`src/rtl/if_fetch_unit.sv`:
```
// Instruction-fetch stage: owns the PC, reads instruction memory over a req/ack
// handshake, buffers a word returned during a stall and drains a fetch orphaned by a redirect.
module if_fetch_unit #(
    parameter logic [31:0] RESET_PC = 32'h0000_0000
) (
    input  logic        clk,
    input  logic        rst,
    input  logic        stall,
    input  logic        redirect,
    input  logic [31:0] redirect_pc,
    output logic        imem_req,
    output logic [31:0] imem_addr,
    input  logic        imem_ack,
    input  logic [31:0] imem_rdata,
    output logic [31:0] IF_pc4,
    output logic [31:0] pc_IF,
    output logic [31:0] IF_inst,
    output logic        if_valid
);

    typedef enum logic [1:0] {
        REQ,
        HOLD,
        DRAIN
    } state_t;

    state_t      state, state_nxt;
    logic [31:0] pc, pc_nxt;
    logic [31:0] inst_buf, inst_buf_nxt;
    logic [31:0] tgt, tgt_nxt;
    logic [31:0] redir_aligned;

    assign redir_aligned = {redirect_pc[31:2], 2'b00};
    assign imem_addr     = pc;
    assign pc_IF         = pc;
    assign IF_pc4        = pc + 32'd4;

    always_ff @(posedge clk or posedge rst) begin
        if (rst) begin
            state    <= REQ;
            pc       <= RESET_PC;
            inst_buf <= '0;
            tgt      <= '0;
        end else begin
            state    <= state_nxt;
            pc       <= pc_nxt;
            inst_buf <= inst_buf_nxt;
            tgt      <= tgt_nxt;
        end
    end

    always_comb begin
        state_nxt    = state;
        pc_nxt       = pc;
        inst_buf_nxt = inst_buf;
        tgt_nxt      = tgt;
        imem_req     = 1'b0;
        if_valid     = 1'b0;
        IF_inst      = '0;
        case (state)
            REQ: begin
                // rst gating keeps outputs quiet and ignores acks during async reset
                imem_req = !rst;
                if_valid = imem_ack && !redirect && !rst;
                IF_inst  = if_valid ? imem_rdata : '0;
                if (imem_ack) begin
                    if (redirect) begin
                        pc_nxt = redir_aligned;
                    end else if (!stall) begin
                        pc_nxt = pc + 32'd4;
                    end else begin
                        inst_buf_nxt = imem_rdata;
                        state_nxt    = HOLD;
                    end
                end else if (redirect) begin
                    tgt_nxt   = redir_aligned;
                    state_nxt = DRAIN;
                end
            end
            HOLD: begin
                if_valid = 1'b1;
                IF_inst  = inst_buf;
                if (redirect) begin
                    pc_nxt    = redir_aligned;
                    state_nxt = REQ;
                end else if (!stall) begin
                    pc_nxt    = pc + 32'd4;
                    state_nxt = REQ;
                end
            end
            DRAIN: begin
                imem_req = !rst;
                if (redirect) begin
                    tgt_nxt = redir_aligned;
                end
                // latest redirect wins even when it coincides with the draining ack
                if (imem_ack) begin
                    pc_nxt    = redirect ? redir_aligned : tgt;
                    state_nxt = REQ;
                end
            end
            default: begin
                state_nxt = REQ;
            end
        endcase
    end

endmodule

```
`config.mk`:
```
export PLATFORM = sky130hd
export DESIGN_NAME = if_fetch_unit
export DESIGN_NICKNAME = d
export VERILOG_FILES = /design/src/rtl/if_fetch_unit.sv
export SDC_FILE = /design/constraint.sdc
export NUM_CORES = 1
export LEC_CHECK = 0
export CORE_MARGIN = 2
export CORE_UTILIZATION = 35
export DETAILED_ROUTE_END_ITERATION = 16
export HOLD_SLACK_MARGIN = 0.03
export PLACE_DENSITY = 0.67
export SLEW_MARGIN = 20
export SYNTH_ARGS = -nofsm -noshare
export SYNTH_HDL_FRONTEND = slang
export SYNTH_SLANG_ARGS = --single-unit
```
`constraint.sdc`:
```
create_clock -name clk -period 3.5 [get_ports clk]
set_input_delay 0.875 -clock clk [delete_from_list [all_inputs] [get_ports clk]]
set_output_delay 0.875 -clock clk [all_outputs]
set_load 0.1 [all_outputs]
```
==> results.yml, run 1 <==
clock_tree:
  clk_pin_slew_ns: 0.07
  htreeDepth: 3
  clock-sinks: 98
  numCtsBuffers: 9
  clock_path_buffers: 2
  clock-root-buffer: "clkbuf_16"
  cts_tree: "yes"
  clk_latency_ns: 0.35
timing:
  drv_slew: 0
  hold_viol: 0
  finalSetupViolations: 0
  postLayoutSetupSlackWorst_ns: 0.132
  rsz0062_at_grt: "no"
  relSlewSlack_pct: 50.9
  fmax_mhz: 297
  tightest_slew_ns: 0.736
  clock_skew_ns: 0.00990
  period_needed_ns: 3.37
  post-route-period-util_pct: 96.2
global_routing:
  use_met3_pct: 6.57
  grt_overflow: 0
  grt_pass1_wl_um: 28500
  grt.busiest_layer: "met2"
  antenna_found_initial: 0
  met1_usage_pct: 23.9
  grt_use_met2_pct: 34.5
  grt_pass1_vias: 5397
  grt.total_usage_pct: 20.2
  grt_max_degree: 48
yosys:
  synth_cell_types: 52
  async_flop_share_pct: 100
  syn_nets: 665
  synth-edff-count: 0
  avgSynthCellArea_um2: 9.69
  synth_seq_cells: 98
  syn_inst: 595
  yosysWarnings: 0
  ys.flop_type: "dfrtp_1"
  synthesis.area_um2: 5770
  synth_seq_area_share_pct: 42.5
run:
  drv_cap: 0
floorplanning:
  initial_core_util_pct: 36.0
  die_w_um: 132
  coreArea_um2: 16000
  dieArea_um2: 17500
  io-pin-count: 199
  row_count: 46
  fp.dieH_um: 132
placement:
  dp_hpwl_um: 12800
  dp_slack_ns: 0.175
  place_congestion: 0.790
  place_inst: 952
  portBuffers: 196
final_layout:
  final_cell_mix: "100 x buf_4, 75 x dfrtp_1, 65 x clkdlybuf4s50_1, 62 x mux2_2, 57 x buf_12"
  nets: 821
  final_common_cell: "buf_4"
  fillCellCount: 1354
  fin_cells: 972
  drive_above_1_share_pct: 44.0
  syn_to_final_growth_pct: 55.8
  fin_util_pct: 56.1
  diodes: 0
critical_path:
  worstPathArrival_ns: 2.49
  cp_max_fo: 8
  cp-start-kind: "register"
  end_kind: "output pin"
  worstPathRequired_ns: 2.62
  crit_type: "register to output pin"
route:
  antenna_left: 0
  drt_first_iter_violations: 322
  drt_wl_total_um: 17800
  first_pass_iters: 5
  drc: 0
  via_count: 5305
  via_per_inst: 5.46
  routedWlPerCell_um: 18.3
status:
  status: "finished, final reports clean"
min_path:
  hold_path.class: "register to register"
power_and_ir_drop:
  cellPowerDensity_nw_per_um2: 663
  peakVddDrop_mv: 0.323
  p_leak_nw: 3.77
==> synth_stat cells, drive strengths merged (2+ instances only) <==
library cell	number	area, um2
xnor2	15	131
nor4	7	56.3
a211o	2	17.5
or2	2	12.5
and3	4	25.0
and2	2	12.5
nand2b	3	18.8
nand3	8	40.0
o21ai	41	205
o31ai	2	15.0
nor2	41	161
nand3b	3	22.5
mux2	62	698
xor2	13	114
inv	12	45.0
a31oi	10	62.6
nor3	8	56.3
o2bb2ai	8	70.1
nand2	54	203
a221oi	4	35.0
buf	51	335
a22oi	8	60.1
dfrtp	98	2450
a21oi	29	145
nor3b	7	52.6
o22ai	8	50.1
a22o	29	254
or3	3	18.8
clkbuf	27	103
nor2b	4	25.0
o31a	4	35.0
nand4	12	103
and4	5	43.8
==> per-stage QoR <==
step | setup TNS [ns] | power (mW) | cell area, um2 | hold WS, ns
floorplan | -3.93 | 4.16 | 6260 | 0.465
global placement | 0 | 4.89 | 8630 | 0.481
detailed placement | 0 | 4.94 | 8630 | 0.489
CTS | 0 | 5.98 | 8940 | 0.507
global route | 0 | 6.16 | 8980 | 0.517
finish | 0 | 5.95 | 8980 | 0.503
==> cells by family (layout without fill, tap and decap cells) <==
group,count (synthesis),after routing,synth area share (%)
simple gates,165,165,15.1
fa+ha+maj,1,1,0.217
compound gates,150,150,17.2
mux,63,63,12.3
flops,98,98,42.5
xor+xnor,28,28,4.25
buf+inv,90,251,8.38
==> worst paths after layout <==
check / cells after the start / endpoint / start / slack (ns)
hold / removal: 1 / tgt[0]$_DFFE_PP0P_ / tgt[0]$_DFFE_PP0P_ / 0.50
min in group asynchronous: 3 / inst_buf[29]$_DFFE_PP0P_ / rst / 1.09
setup reg to reg: 8 / imem_addr[28]$_DFFE_PP0P_ / imem_addr[2]$_DFFE_PP0P_ / 1.18
max in group asynchronous: 4 / imem_addr[19]$_DFFE_PP0P_ / rst / 1.67
hold reg to reg: 1 / tgt[0]$_DFFE_PP0P_ / tgt[0]$_DFFE_PP0P_ / 0.50
setup / recovery: 6 / IF_pc4[25] / imem_addr[12]$_DFFE_PP0P_ / 0.13
==> where the power goes <==
group	total (mW)	internal [mW]	leakage, nW	switching (mW)
Sequential	1.68	1.37	1.16	0.314
Combinational	3.23	0.925	2.47	2.31
Clock	1.04	0.593	0.145	0.443
Total	5.95	2.89	3.77	3.07
==> flip-flops by register name (all words and copies together) (netlist names) <==
register	count
imem_addr	32
tgt	32
state	2
inst_buf	32
==> what timing repair did <==
item | CTS | global route
pin swaps | 1 | 2
setup endpoints to repair | 1 | 4
hold buffers | 0 | 0
gates resized for setup | 1 | 1
cloned | 0 | 0
hold endpoints to repair | 0 | 0
buffers inserted | 0 | 4
==> worst max-delay path: stages, from the launching register on <==
cell and delay (ns):
dfrtp_2 0.50, nand4_4 0.24, or4_4 0.64, nor2_4 0.21, nand2_1 0.17, xnor2_4 0.19, buf_12 0.19
==> per-layer routing <==
layer	vias up	part of all wire, %
li1	2414	-
met1	2630	39
met2	234	50
met3	27	9.3
met4	0	1.8
met5	-	0
==> layout make-up <==
class / count / area (um2) / area share, %
clock buffer: 12 / 256 / 2.86
inverter: 12 / 47.5 / 0.529
multi-input combinational: 407 / 3330 / 37.1
sequential: 98 / 2480 / 27.6
clock inverter: 4 / 50.0 / 0.557
tap: 216 / 270 / 3.01
timing repair buffer: 223 / 2550 / 28.4
Note: power is estimated with default switching activity, not from simulation.
==> run 2, diff against run 1 <==
ABC_AREA = 1   (was unset)
==> run 2 against run 1 <==
Net effect:
- register-to-register slack improved by 0.02 ns
- core utilization fell by 0.85 points
- combinational power rose by 6.8%
- count of clock-buffer cells in the layout fell by 1
- critical endpoint is now IF_inst[2]
==> results.yml, run 2 <==
status:
  status: "finished, final reports clean"
route:
  first_pass_iters: 5
  drc: 0
  drt_wl_total_um: 17200
  via_count: 5518
  routedWlPerCell_um: 15.0
  drt_first_iter_violations: 291
  antenna_left: 0
  via_per_inst: 4.84
yosys:
  synthesis.area_um2: 5730
  avgSynthCellArea_um2: 7.43
  syn_inst: 771
  syn_nets: 841
  synth_top_area_share_pct: 42.8
  yosys-top-cells-count: "189 x nand2_1, 98 x dfrtp_1, 96 x o21ai_0"
  yosysWarnings: 0
  synth_area_leaders: "dfrtp_1 43%, nand2_1 12%, o21ai_0 8.4%"
  synth-edff-count: 0
  synth_area_leader_cell: "dfrtp_1"
  synth_seq_cells: 98
  ys.flop_type: "dfrtp_1"
  async_flop_share_pct: 100
  synth_cell_types: 27
  synth_seq_area_share_pct: 42.8
  yosysMostFrequentCell: "nand2_1"
placement:
  dp_hpwl_um: 12300
  dp_slack_ns: 0.188
  portBuffers: 196
  place_congestion: 0.828
timing:
  rsz0062_at_grt: "no"
  post-route-period-util_pct: 94.3
  period_needed_ns: 3.30
  relSlewSlack_pct: 43.3
  whs_ns: 0.484
  hold_viol: 0
  fmax_mhz: 303
  drv_slew: 0
  tightest_slew_ns: 0.850
  finalSetupViolations: 0
  postLayoutSetupSlackWorst_ns: 0.201
  clock_skew_ns: 0.00477
power_and_ir_drop:
  power_mw: 6.07
  peakVddDrop_mv: 0.477
  p_leak_nw: 4.00
  cellPowerDensity_nw_per_um2: 689
clock_tree:
  cts_resized: 0
  clock-sinks: 98
  cts_tree: "yes"
  clk_latency_ns: 0.35
  clock-root-buffer: "clkbuf_16"
  htreeDepth: 3
  numCtsBuffers: 9
  ctsHoldBuffers: 0
  cts_setup_buffers: 0
  clock_path_buffers: 2
  clk_pin_slew_ns: 0.07
global_routing:
  grt_max_degree: 65
  grt_pass1_wl_um: 28000
  grt_pass1_vias: 5254
  antenna_found_initial: 1
  grt_overflow: 0
  grt.total_usage_pct: 20.0
floorplanning:
  die_w_um: 132
  fp.dieH_um: 132
  dieArea_um2: 17400
  initial_core_util_pct: 35.9
  row_count: 46
  io-pin-count: 199
  coreArea_um2: 15900
final_layout:
  syn_to_final_growth_pct: 53.9
  drive_above_1_share_pct: 24.9
  diodes: 0
  final_common_cell: "nand2_1"
  nets: 990
  final_cell_mix: "188 x nand2_1, 98 x dfrtp_1, 90 x buf_4, 85 x inv_1, 83 x nor2_1"
  fin_util_pct: 55.3
critical_path:
  r2r_slack_ns: 1.20
  crit_type: "input port to output pin"
  r2r_start: "state[1]$_DFFE_PP0P_"
  worstPathRequired_ns: 2.62
  cp_max_fo: 12
  setup.worst_path.start: "imem_ack"
  cp-start-kind: "input port"
  worstPathArrival_ns: 2.42
  end_kind: "output pin"
min_path:
  hold_path.class: "register to register"
  hp-start: "inst_buf[30]$_DFFE_PP0P_"
run:
  drv_cap: 0
==> run 2: metrics by stage <==
step	instances	setup TNS [ns]	cell area [um2]
CTS	1141	0	8810
floorplan	771	-36.35	6290
detailed placement	1125	0	8510
global placement	1125	0	8510
finish	1141	0	8810
global route	1141	0	8810
==> run 2: final timing paths <==
kind,cells after the start,end
worst max-delay path,7,IF_inst[2]
max in group asynchronous,4,tgt[19]$_DFFE_PP0P_
worst max register to register,7,imem_addr[30]$_DFFE_PP0P_
worst min-delay path,2,inst_buf[30]$_DFFE_PP0P_
worst min register to register,2,inst_buf[30]$_DFFE_PP0P_
min in group asynchronous,3,inst_buf[8]$_DFFE_PP0P_
==> run 2: cells by family after synthesis <==
logic type	synth area share (%)
compound gates	15.2
xor+xnor	3.34
fa+ha+maj	0.218
buf+inv	13.1
flops	42.8
simple gates	25.3
==> run 2: per-layer routing <==
metal	GRT usage [%]	up-vias	share of wire (%)
met5	0	-	0
met4	7.07	0	1.7
met3	6.42	17	8.9
met2	31.8	199	46
met1	25.5	2577	43
li1	-	2725	-
==> run 2: area by class of cell <==
class | count | area (um2)
Fill cell | 1429 | 7130
Sequential cell | 98 | 2450
Inverter | 90 | 342
Clock inverter | 5 | 52.6
Clock buffer | 11 | 253
Tap cell | 216 | 270
Multi-Input combinational cell | 513 | 3070
Timing Repair Buffer | 208 | 2380
==> run 2: power by group <==
part	leakage, nW	internal [mW]	switching (mW)
Sequential	1.19	1.35	0.238
Clock	0.151	0.590	0.449
Combinational	2.66	0.824	2.62
Total	4.00	2.76	3.31
==> run 2: worst max-delay path, stage by stage <==
cell             delay, ns
clkdlybuf4s50_1       0.53
nand2_1               0.10
inv_1                 0.12
nand3_4               0.13
buf_4                 0.26
o21ai_2               0.20
buf_12                0.19
==> run 3, diff against run 2 <==
--- a/config.mk
+++ b/config.mk
@@ -11,5 +11,5 @@
 export DETAILED_ROUTE_END_ITERATION = 16
 export HOLD_SLACK_MARGIN = 0.03
-export PLACE_DENSITY = 0.67
+export PLACE_DENSITY_LB_ADDON = 0.12
 export SLEW_MARGIN = 20
 export SYNTH_ARGS = -nofsm -noshare
==> constraint.sdc (replaced) <==
create_clock -name clk -period 3.5 [get_ports clk]
set_input_delay 0.35 -clock clk [delete_from_list [all_inputs] [get_ports clk]]
set_output_delay 0.35 -clock clk [all_outputs]
set_load 0.1 [all_outputs]
==> run 3 against run 2 <==
Net effect:
- non-clock buffer count shrank 2
- combinational power shrank 4%
- first-iteration DRC count shrank 15%
- global-route usage shrank 0.72 points
- clock power shrank 5%
- clock skew grew 0.0016 ns
- wire length shrank 3.9%
- via count shrank 3.4%
==> results.yml, run 3 (synthesis results as in run 2) <==
timing:
  tightest_slew_ns: 1.01
  clock_skew_ns: 0.00641
  hold_viol: 0
  relSlewSlack_pct: 32.3
  fmax_mhz: 387
  finalSetupViolations: 0
  post-route-period-util_pct: 73.9
  rsz0062_at_grt: "no"
  drv_slew: 0
  setup_tns_ns: 0
  period_needed_ns: 2.59
floorplanning:
  die_w_um: 132
  dieArea_um2: 17400
  initial_core_util_pct: 35.9
  fp.dieH_um: 132
  io-pin-count: 199
  coreArea_um2: 15900
  row_count: 46
power_and_ir_drop:
  p_sw_mw: 3.23
  intPower_mw: 2.63
  power_mw: 5.87
  p_leak_nw: 3.78
  cellPowerDensity_nw_per_um2: 701
  peakVddDrop_mv: 0.428
  p_clk_share_pct: 16.8
  seq_power_share_pct: 26.7
  swShare_pct: 55.1
  pwr-share-comb_pct: 56.5
placement:
  place_congestion: 0.798
  portBuffers: 196
  dp_hpwl_um: 11900
  placed_cell_area_um2: 8080
  place_inst: 1123
final_layout:
  fin_cells: 1140
  syn_to_final_growth_pct: 46.3
  nets: 988
  final_cell_mix: "188 x nand2_1, 134 x clkdlybuf4s50_1, 98 x dfrtp_1, 85 x inv_1, 83 x nor2_1"
  fin_util_pct: 52.5
  drive_above_1_share_pct: 16.9
  final_common_cell: "nand2_1"
  fin_area_um2: 8380
run:
  drv_cap: 0
min_path:
  hold_path.class: "register to register"
  hp-start: "inst_buf[15]$_DFFE_PP0P_"
global_routing:
  grt_overflow: 0
  grt_max_degree: 65
  grt_pass1_wl_um: 27100
  grt.total_usage_pct: 19.2
  antenna_found_initial: 2
  grt_pass1_vias: 5149
clock_tree:
  clock-root-buffer: "clkbuf_16"
  clk_pin_slew_ns: 0.07
  cts_tree: "yes"
  numCtsBuffers: 9
  cts_resized: 0
  ctsHoldBuffers: 0
  htreeDepth: 3
  clk_latency_ns: 0.35
  cts_setup_buffers: 0
  clock_path_buffers: 2
  clock-sinks: 98
critical_path:
  cp-start-kind: "register"
  end_kind: "output pin"
  setup.worst_path.start: "imem_addr[2]$_DFFE_PP0P_"
  cp_slowest_cell: "clkdlybuf4s50_1"
  cpPeakStageDelay_ns: 1.14
  crit_type: "register to output pin"
  cp_cell_sequence: "ha_1 -> clkdlybuf4s50_1"
  r2r_start: "state[0]$_DFFE_PP0P_"
  worstPathArrival_ns: 2.24
  worstPathRequired_ns: 3.15
  cp_max_fo: 5
route:
  drt_wl_total_um: 16500
  via_count: 5329
  drt_first_iter_violations: 248
  first_pass_iters: 4
  via_per_inst: 4.67
  routedWlPerCell_um: 14.5
  antenna_left: 0
  drc: 0
status:
  status: "finished, final reports clean"
[run 3: routing by layer]
metal  global-route usage [%]  share of wire [%]
met4                     5.07                1.2
met5                        0                  0
met3                     6.54                8.6
met2                     30.9                 46
met1                     24.8                 44
[run 3: through the flow]
stage,setup slack [ns],hold WS [ns]
floorplan,-0.451,0.417
global placement,1.15,0.467
detailed placement,1.15,0.475
CTS,0.889,0.493
global route,0.807,0.511
finish,0.914,0.486
[run 3: critical path, delay by kind of cell (launching register included)]
family | cells | cell delay [ns]
buf+inv | 1 | 1.14
flops | 1 | 0.43
fa+ha+maj | 1 | 0.32
[run 3: path summary, 6_finish.rpt]
check,slack (ns),depth (start not counted),endpoint
min reg2reg,0.49,2,inst_buf[15]$_DFFE_PP0P_
max,0.91,2,IF_pc4[3]
min,0.49,2,inst_buf[15]$_DFFE_PP0P_
max reg2reg,1.35,9,imem_addr[2]$_DFFE_PP0P_
max in group asynchronous,1.79,4,tgt[15]$_DFFE_PP0P_
min in group asynchronous,0.60,3,inst_buf[11]$_DFFE_PP0P_
[run 3: layout make-up]
class                   instances  area, um2
well taps                     216        270
clock inverters                 4       25.0
clock buffers                  12        267
flip-flops and latches         98       2450
inverters                      90        342
repair buffers                206       2290
diodes                          1       2.50
fillers                      1610       7570
multi-input cells             513       2720
[run 3: power by group through the flow]
stage	Sequential (mW)	Combinational (mW)	Clock (mW)
2_1_floorplan	2.10	2.13	0
3_3_place_gp	1.58	3.31	0
3_5_place_dp	1.59	3.33	0
4_1_cts	1.57	3.33	1.02
5_1_grt	1.61	3.45	1.05
6_report	1.57	3.31	0.987
